==> config.mk <==
export PLATFORM = sky130hd
export DESIGN_NAME = uart_transmitter
export DESIGN_NICKNAME = d
export VERILOG_FILES = /design/src/rtl/uart_pkg.sv /design/src/rtl/uart_baud_counter.sv /design/src/rtl/uart_transmitter.sv
export SDC_FILE = /design/constraint.sdc
export NUM_CORES = 1
export LEC_CHECK = 0
export ABC_AREA = 1
export CAP_MARGIN = 40
export CORE_MARGIN = 4
export CORE_UTILIZATION = 56
export CTS_CLUSTER_SIZE = 24
export DETAILED_ROUTE_END_ITERATION = 16
export PLACE_DENSITY = 0.78
export SYNTH_ARGS = -nofsm -noshare
export SYNTH_HDL_FRONTEND = slang
export SYNTH_SLANG_ARGS = --single-unit
==> constraint.sdc <==
create_clock -name clk -period 1.95 [get_ports clk]
set_input_delay 0.2925 -clock clk [delete_from_list [all_inputs] [get_ports clk]]
set_output_delay 0.2925 -clock clk [all_outputs]
set_load 0.1 [all_outputs]
==> src/rtl/uart_pkg.sv <==
// Shared UART types and constants for the transmitter and receiver.
// UART_TRANS_PARITY_EN adds an even-parity bit to transmitted frames.
package uart_pkg;

   localparam int UART_DATA_BITS      = 8;
   localparam int UART_CLOCKS_PER_BIT = 868;

`ifdef UART_TRANS_PARITY_EN
   typedef enum logic [2:0] {
      TX_IDLE,
      TX_START,
      TX_DATA,
      TX_PARITY,
      TX_STOP
   } uart_tx_state_t;
`else
   typedef enum logic [1:0] {
      TX_IDLE,
      TX_START,
      TX_DATA,
      TX_STOP
   } uart_tx_state_t;
`endif

   function automatic logic even_parity(
      input logic [UART_DATA_BITS-1:0] d
   );
      return ^d;
   endfunction

endpackage

==> src/rtl/uart_baud_counter.sv <==
// Bit-period counter: counts 0..CLOCKS_PER_BIT-1, tick on the last count.
// Clearing restarts the period so each bit starts from a fresh count.
module uart_baud_counter
   import uart_pkg::*;
#(
   parameter int CLOCKS_PER_BIT = UART_CLOCKS_PER_BIT
) (
   input  logic clk,
   input  logic reset_n,
   input  logic clear,
   output logic tick
);

   localparam int CW = (CLOCKS_PER_BIT > 1) ? $clog2(CLOCKS_PER_BIT) : 1;
   localparam logic [CW-1:0] LAST = CW'(CLOCKS_PER_BIT - 1);

   logic [CW-1:0] r_count;

   assign tick = (r_count == LAST);

   always_ff @(posedge clk or negedge reset_n) begin
      if (!reset_n) begin
         r_count <= '0;
      end else if (clear || tick) begin
         r_count <= '0;
      end else begin
         r_count <= r_count + 1'b1;
      end
   end

endmodule

==> src/rtl/uart_transmitter.sv <==
// 8N1 UART transmitter (8E1 when UART_TRANS_PARITY_EN is defined).
// One byte per trans_ok pulse; trans_busy gates the next request.
module uart_transmitter
   import uart_pkg::*;
#(
   parameter int CLOCKS_PER_BIT = UART_CLOCKS_PER_BIT
) (
   input  logic                      clk,
   input  logic                      reset_n,
   input  logic [UART_DATA_BITS-1:0] trans_data,
   input  logic                      trans_ok,
   output logic                      trans_busy,
   output logic                      overrun,
   output logic                      txd
);

   uart_tx_state_t            r_state;
   logic [UART_DATA_BITS-1:0] r_shift;
   logic [2:0]                r_bit_idx;
   logic                      r_txd;
   logic                      r_overrun;
`ifdef UART_TRANS_PARITY_EN
   logic                      r_parity;
`endif

   logic w_tick;
   logic w_clear;
   logic w_idle;

   assign w_idle     = (r_state == TX_IDLE);
   assign w_clear    = w_idle;
   assign trans_busy = !w_idle || trans_ok;
   assign overrun    = r_overrun;
   assign txd        = r_txd;

   uart_baud_counter #(
      .CLOCKS_PER_BIT (CLOCKS_PER_BIT)
   ) u_baud (
      .clk     (clk),
      .reset_n (reset_n),
      .clear   (w_clear),
      .tick    (w_tick)
   );

   always_ff @(posedge clk or negedge reset_n) begin
      if (!reset_n) begin
         r_state   <= TX_IDLE;
         r_shift   <= '0;
         r_bit_idx <= '0;
         r_txd     <= 1'b1;
         r_overrun <= 1'b0;
`ifdef UART_TRANS_PARITY_EN
         r_parity  <= 1'b0;
`endif
      end else begin
         if (trans_ok && !w_idle) begin
            r_overrun <= 1'b1;
         end
         unique case (r_state)
            TX_IDLE: begin
               r_txd <= 1'b1;
               if (trans_ok) begin
                  r_shift <= trans_data;
                  r_txd   <= 1'b0;
                  r_state <= TX_START;
`ifdef UART_TRANS_PARITY_EN
                  r_parity <= even_parity(trans_data);
`endif
               end
            end
            TX_START: begin
               if (w_tick) begin
                  r_state   <= TX_DATA;
                  r_bit_idx <= '0;
                  r_txd     <= r_shift[0];
               end
            end
            TX_DATA: begin
               if (w_tick) begin
                  if (r_bit_idx == 3'd7) begin
`ifdef UART_TRANS_PARITY_EN
                     r_state <= TX_PARITY;
                     r_txd   <= r_parity;
`else
                     r_state <= TX_STOP;
                     r_txd   <= 1'b1;
`endif
                  end else begin
                     r_bit_idx <= r_bit_idx + 3'd1;
                     r_shift   <= {1'b0, r_shift[UART_DATA_BITS-1:1]};
                     r_txd     <= r_shift[1];
                  end
               end
            end
`ifdef UART_TRANS_PARITY_EN
            TX_PARITY: begin
               if (w_tick) begin
                  r_state <= TX_STOP;
                  r_txd   <= 1'b1;
               end
            end
`endif
            TX_STOP: begin
               r_txd <= 1'b1;
               if (w_tick) begin
                  r_state <= TX_IDLE;
               end
            end
            default: begin
               r_state <= TX_IDLE;
               r_txd   <= 1'b1;
            end
         endcase
      end
   end

endmodule
After elaboration in Yosys (flattened, before gate mapping) --
Index checks and enable logic that the tools add are counted. W data, S select, Z words.
Storage, ports and cells: bits in registers 25, bits of input ports 11, output and inout port bits 3, word-level logic and storage cells 50
Operators by class: $add $sub $neg 2, equal/unequal tests 11, multiplexer cells 20, reductions and logical operators 11
Operators by type and width (number):
- $mux W8 | 3
- $pmux W8 S2 | 1
- $add A10 B1 Y10 const B | 1
- $eq A10 B10 Y1 const B | 1
- $mux W10 | 1
- $mux W2 | 5
- $mux W3 | 3
- $pmux W2 S4 | 1
- $reduce_and A4 Y1 | 2
- $ne A2 B1 Y1 const B | 3
- $ne A2 B2 Y1 const B | 3
- $pmux W3 S2 | 1
- $reduce_and A5 Y1 | 1
- $eq A2 B2 Y1 const B | 2
- $mux W1 | 4
- $pmux W1 S4 | 1
- $reduce_bool A2 Y1 | 2
- $add A3 B1 Y3 const B | 1
- $eq A3 B3 Y1 const B | 1
- $eq A2 B1 Y1 const B | 1
- $logic_not A2 Y1 | 1
- $logic_or A1 B1 Y1 | 2
- $reduce_and A2 Y1 | 1
- $logic_and A1 B1 Y1 | 1
- $logic_not A1 Y1 | 1

Logic depth before layout (Yosys ltp) --
word-level depth 4, depth in mapped cells 10, depth with buffers taken out 9

Modules after synthesis --
Synthesis repeated with hierarchy kept, for this count alone.
Unflattened totals: cell total of the unflattened synthesis 176, area, all modules 1436.4 um2
Modules (own cells, without submodules):
- uart_transmitter | times used 1, cells an instance 100, area an instance 875.8 um2, sequential area each 376.6 um2
- uart_baud_counter | times used 1, cells an instance 76, area an instance 560.5 um2, sequential area each 250.2 um2

Worst setup path before layout --
Ideal clock, no wire load.
kind register to register, from register r_state[0], to register r_state[0], setup time 0.119 ns, arrival 1.460 ns, required time 1.831 ns, setup slack 0.371 ns, cell stages (with the launch flop) 11, buffers on the path 1, cells stage by stage dfrtp_1 inv_1 ha_1 inv_2 or2_1 buf_6 o21ai_2 inv_2 nand2_2 nand2_1 o21ai_2
On the way: word-level cells in the longest chain between the ends 3
Ends and longest elaborated chain:
- start, declared | line uart_transmitter.sv:17 | uart_tx_state_t r_state;
- start signal, assigned | line uart_transmitter.sv:47 | r_state <= TX_IDLE;
- start signal, assigned | line uart_transmitter.sv:65 | r_state <= TX_START;
- start signal, assigned | line uart_transmitter.sv:73 | r_state <= TX_DATA;
- $eq A2 B1 Y1 (tied with other cells) | line uart_transmitter.sv:59 | unique case (r_state)
- $ne A2 B1 Y1 (no source line) or $ne A2 B2 Y1 (tied branches)
- $reduce_and A5 Y1 (no source line)
Parallel ways exist; a longest one is shown, timed or not. A chain may end at the register's enable or synchronous reset.

Worst setup path after layout --
from register r_state[1], to output port trans_busy
On the way: word-level cells in the longest chain between the ends 3
Ends and longest elaborated chain:
- $logic_not A2 Y1 | line uart_transmitter.sv:30 | assign w_idle = (r_state == TX_IDLE);
- $logic_not A1 Y1 | line uart_transmitter.sv:32 | assign trans_busy = !w_idle || trans_ok;
- $logic_or A1 B1 Y1 | line uart_transmitter.sv:32
- end, declared | line uart_transmitter.sv:12 | output logic trans_busy,
No other way between the ends.

==> flow_summary_export.csv <==
group,metric,value,unit
outcome,status,"finished clean",
timing,post_route_worst_hold_slack,0.304,ns
setup_path,arrival,1.58,ns
setup_path,kind_of_start_point_of_the_critical_path,"flip-flop",
cells_and_area,layout.cells.most_common,"sky130_fd_sc_hd__nand2_1",
setup_path,crit-reg2reg-capture,"r_shift[7]",
cells_and_area,layout.nets,207,
setup_path,reg2reg_setup_slack,0.28,ns
pwr,design_power_total,2.37,mW
timing,rsz_0062_raised_after_global_routing,"false",
placement,detailed_place.area,0.00161,mm²
pwr,seq_power_share,33.7,%
pwr,ir_worst_vdd,0.982,mV
cts,tritoncts.num_buffers,3,
cts,clock-root-buffer,"sky130_fd_sc_hd__clkbuf_4",
timing,timing.final.crit_period,1.87,ns
pwr,total_leakage_power,0.825,nW
drt,drt_first_pass_iters,4,
drt,drt_iter0_drc,35,
drt,drcViolationCount,0,
timing,final-hold-violation-count,0,
timing,fin_worst_skew,0.00546,ns
cells_and_area,fin_area,0.00165,mm²
placement,port-buffer-count,13,
pwr,p_per_area,1430,mW/mm²
cells_and_area,final.fill_count,203,
global_route,globalRouteTotalUtil,18.5,%
hold_path,path_type_of_the_worst_min_delay_path,"in2async",
pwr,combPwrFrac,56.6,%
pwr,p_clk_share,9.7,%
global_route,grt_start_max_net_pins,26,
die,fp.dieArea,0.00342,mm²
synth,yosys_warnings,0,
synth,synth_cells,168,
placement,place.gp.congestion,0.857,
setup_path,worstRegToRegCells,7,
drt,detail_route.wirelength,2810,µm
setup_path,end_kind,"primary output",
setup_path,critical-path-slowest-cell,"sky130_fd_sc_hd__dfrtp_1",
timing,timing.final.setup_violations,0,
setup_path,critPathLaunch,"r_state[1]",
cells_and_area,layout.area.seq,627,µm²
timing,totalNegativeSetupSlack,0,ns
job,maxCapViolations,0,
global_route,globalRoute.totalOverflow,0,
cts,cts-htree-levels,1,
die,die_boundary_width,58.4,µm
cells_and_area,finish.cell_count_without_fillers,217,
pwr,power.internal,1.26,mW
global_route,antenna_violations_before_repair,0,
drt,drt-vias-per-instance,5.31,
drt,wire_per_inst,13.0,µm
cts,cts_sinks,25,
cts,cts_tree,"done",
cells_and_area,finished_core_util,67.3,%
global_route,global_route_wire_length_before_repair,4800,µm
timing,slew_headroom,78.7,%
cells_and_area,num_antenna_cells,0,
drt,route.vias.total,1153,
pwr,p_sw,1.11,mW
die,chipHeight,58.4,µm
global_route,vias_in_the_first_global_route,1131,
die,floorplan.core_area,0.00245,mm²
die,start_util,58.1,%
synth,postSynthRegisterBits,25,
cells_and_area,multi_input_comb_area,728,µm²
synth,avgSynthCellArea,8.48,µm²
cts,worst_skew_pair.late_latency,0.32,ns
cts,clk_transition_reported_paths,0.13,ns
placement,place.detailed.hpwl,2180,µm
setup_path,critPathCapture,"trans_busy",
setup_path,critical_path_class,"reg2out",
pwr,power.switching_fraction,46.9,%
timing,report.final.slew_viol_count,0,
placement,place.detailed.instances,212,
timing,fin_crit_sh,96.1,%
setup_path,crit_path_cells,"inv_2, ha_2, inv_2, or2_4, buf_12",
die,io_pins,14,
timing,setup_slack,0.0758,ns
setup_path,path_common_cell,"sky130_fd_sc_hd__inv_2",
setup_path,cp.required,1.66,ns
cts,clockBufferDepth,2,
cells_and_area,synthToLayoutAreaGrowth,16.0,%
synth,yosysSeqAreaShare,44.0,%
drt,route.antenna.remaining_nets,0,
placement,detailedPlace.worstSlack,0.268,ns
synth,synth_cell_types,28,
die,core.rowCount,18,
cells_and_area,post_route_cells_drive_above_1_share,18.2,%
synth,syn-cell-area,0.00143,mm²
cells_and_area,layout_common_cells,"57 x sky130_fd_sc_hd__nand2_1, 24 x sky130_fd_sc_hd__dfrtp_1, 15 x sky130_fd_sc_hd__nor2_1, 10 x sky130_fd_sc_hd__clkdlybuf4s50_1, 9 x sky130_fd_sc_hd__nand4_1",
setup_path,critical_path.max_stage_delay,0.45,ns
timing,clock.fmax,534,MHz
synth,syn-num-nets,187,
timing,timing_worst_slew_pin_value,0.317,ns
setup_path,critPathMaxFanout,5,
setup_path,worst_r2r_startpoint,"r_state[0]",
## power by group through the flow
stage               Sequential (mW)  Combinational [mW]  Clock (mW)
floorplan                     0.857               0.931           0
global route                  0.821                1.49       0.257
detailed placement            0.807                1.31           0
global placement              0.795                1.26           0
CTS                           0.797                1.32       0.236
finish                        0.798                1.34       0.230
## cell usage after synthesis, drive strengths merged
master	n	area share (%)
nand2	63	18
a21o	1	0.53
or2	3	1.3
o21bai	1	0.53
nor3	4	2.2
a21oi	5	2.5
nor2	16	4.4
o21ai	5	2.8
and3	1	0.44
dfstp	1	1.8
xor2	2	1.2
buf	3	1.8
nand4	9	4.0
nand3	6	3.9
dfrtp	24	42
nor3b	3	1.6
ha	8	7.0
inv	13	3.4
## what timing repair did
action,CTS,global route
resized for setup,1,3
buffers inserted,0,1
hold buffers,0,0
setup endpoints to repair,1,1
## critical path, delay by kind of cell, from the launching register on
family	cells	cell delay, ns
DFF	1	0.45
buffers and inverters	3	0.34
and+or+nand+nor	1	0.28
adders and majority gates	1	0.18
## per-layer routing
metal | global-route usage (%) | up-vias | routed length (µm)
li1 | - | 577 | -
met1 | 20.6 | 554 | 1150
met2 | 33.5 | 15 | 1520
met3 | 3.07 | 7 | 73
met4 | 9.27 | 0 | 68
met5 | 0 | - | 0
## flip-flops by register name (all words and copies together), names as in the netlist
signal / count
u_baud.r_count: 10
txd: 1
overrun: 1
r_shift: 8
r_state: 2
r_bit_idx: 3
## area by class of cell
type / instances / share of cell area (%)
clock buffer: 4 / 1.59
inverter: 13 / 2.95
tap: 30 / 2.27
multi-input combinational: 127 / 44.1
sequential: 25 / 37.9
timing repair buffer: 18 / 11.2
## logic make-up (layout without fill, tap and decap cells)
| group | Yosys count | in the layout | synth area share, % |
|---|---|---|---|
| simple gates | 105 | 105 | 36.1 |
| flops | 25 | 25 | 44.0 |
| buf+inv | 16 | 35 | 5.27 |
| compound gates | 12 | 12 | 6.41 |
| fa+ha+maj | 8 | 8 | 7.02 |
| xor+xnor | 2 | 2 | 1.23 |
## worst min-delay path by stage
stage	end	startpoint
floorplan	overrun	reset_n
global placement	u_baud.r_count[0]	u_baud.r_count[0]
detailed placement	u_baud.r_count[0]	u_baud.r_count[0]
CTS	u_baud.r_count[7]	reset_n
global route	u_baud.r_count[9]	reset_n
finish	u_baud.r_count[7]	reset_n
(Power assumes the default switching activity.)
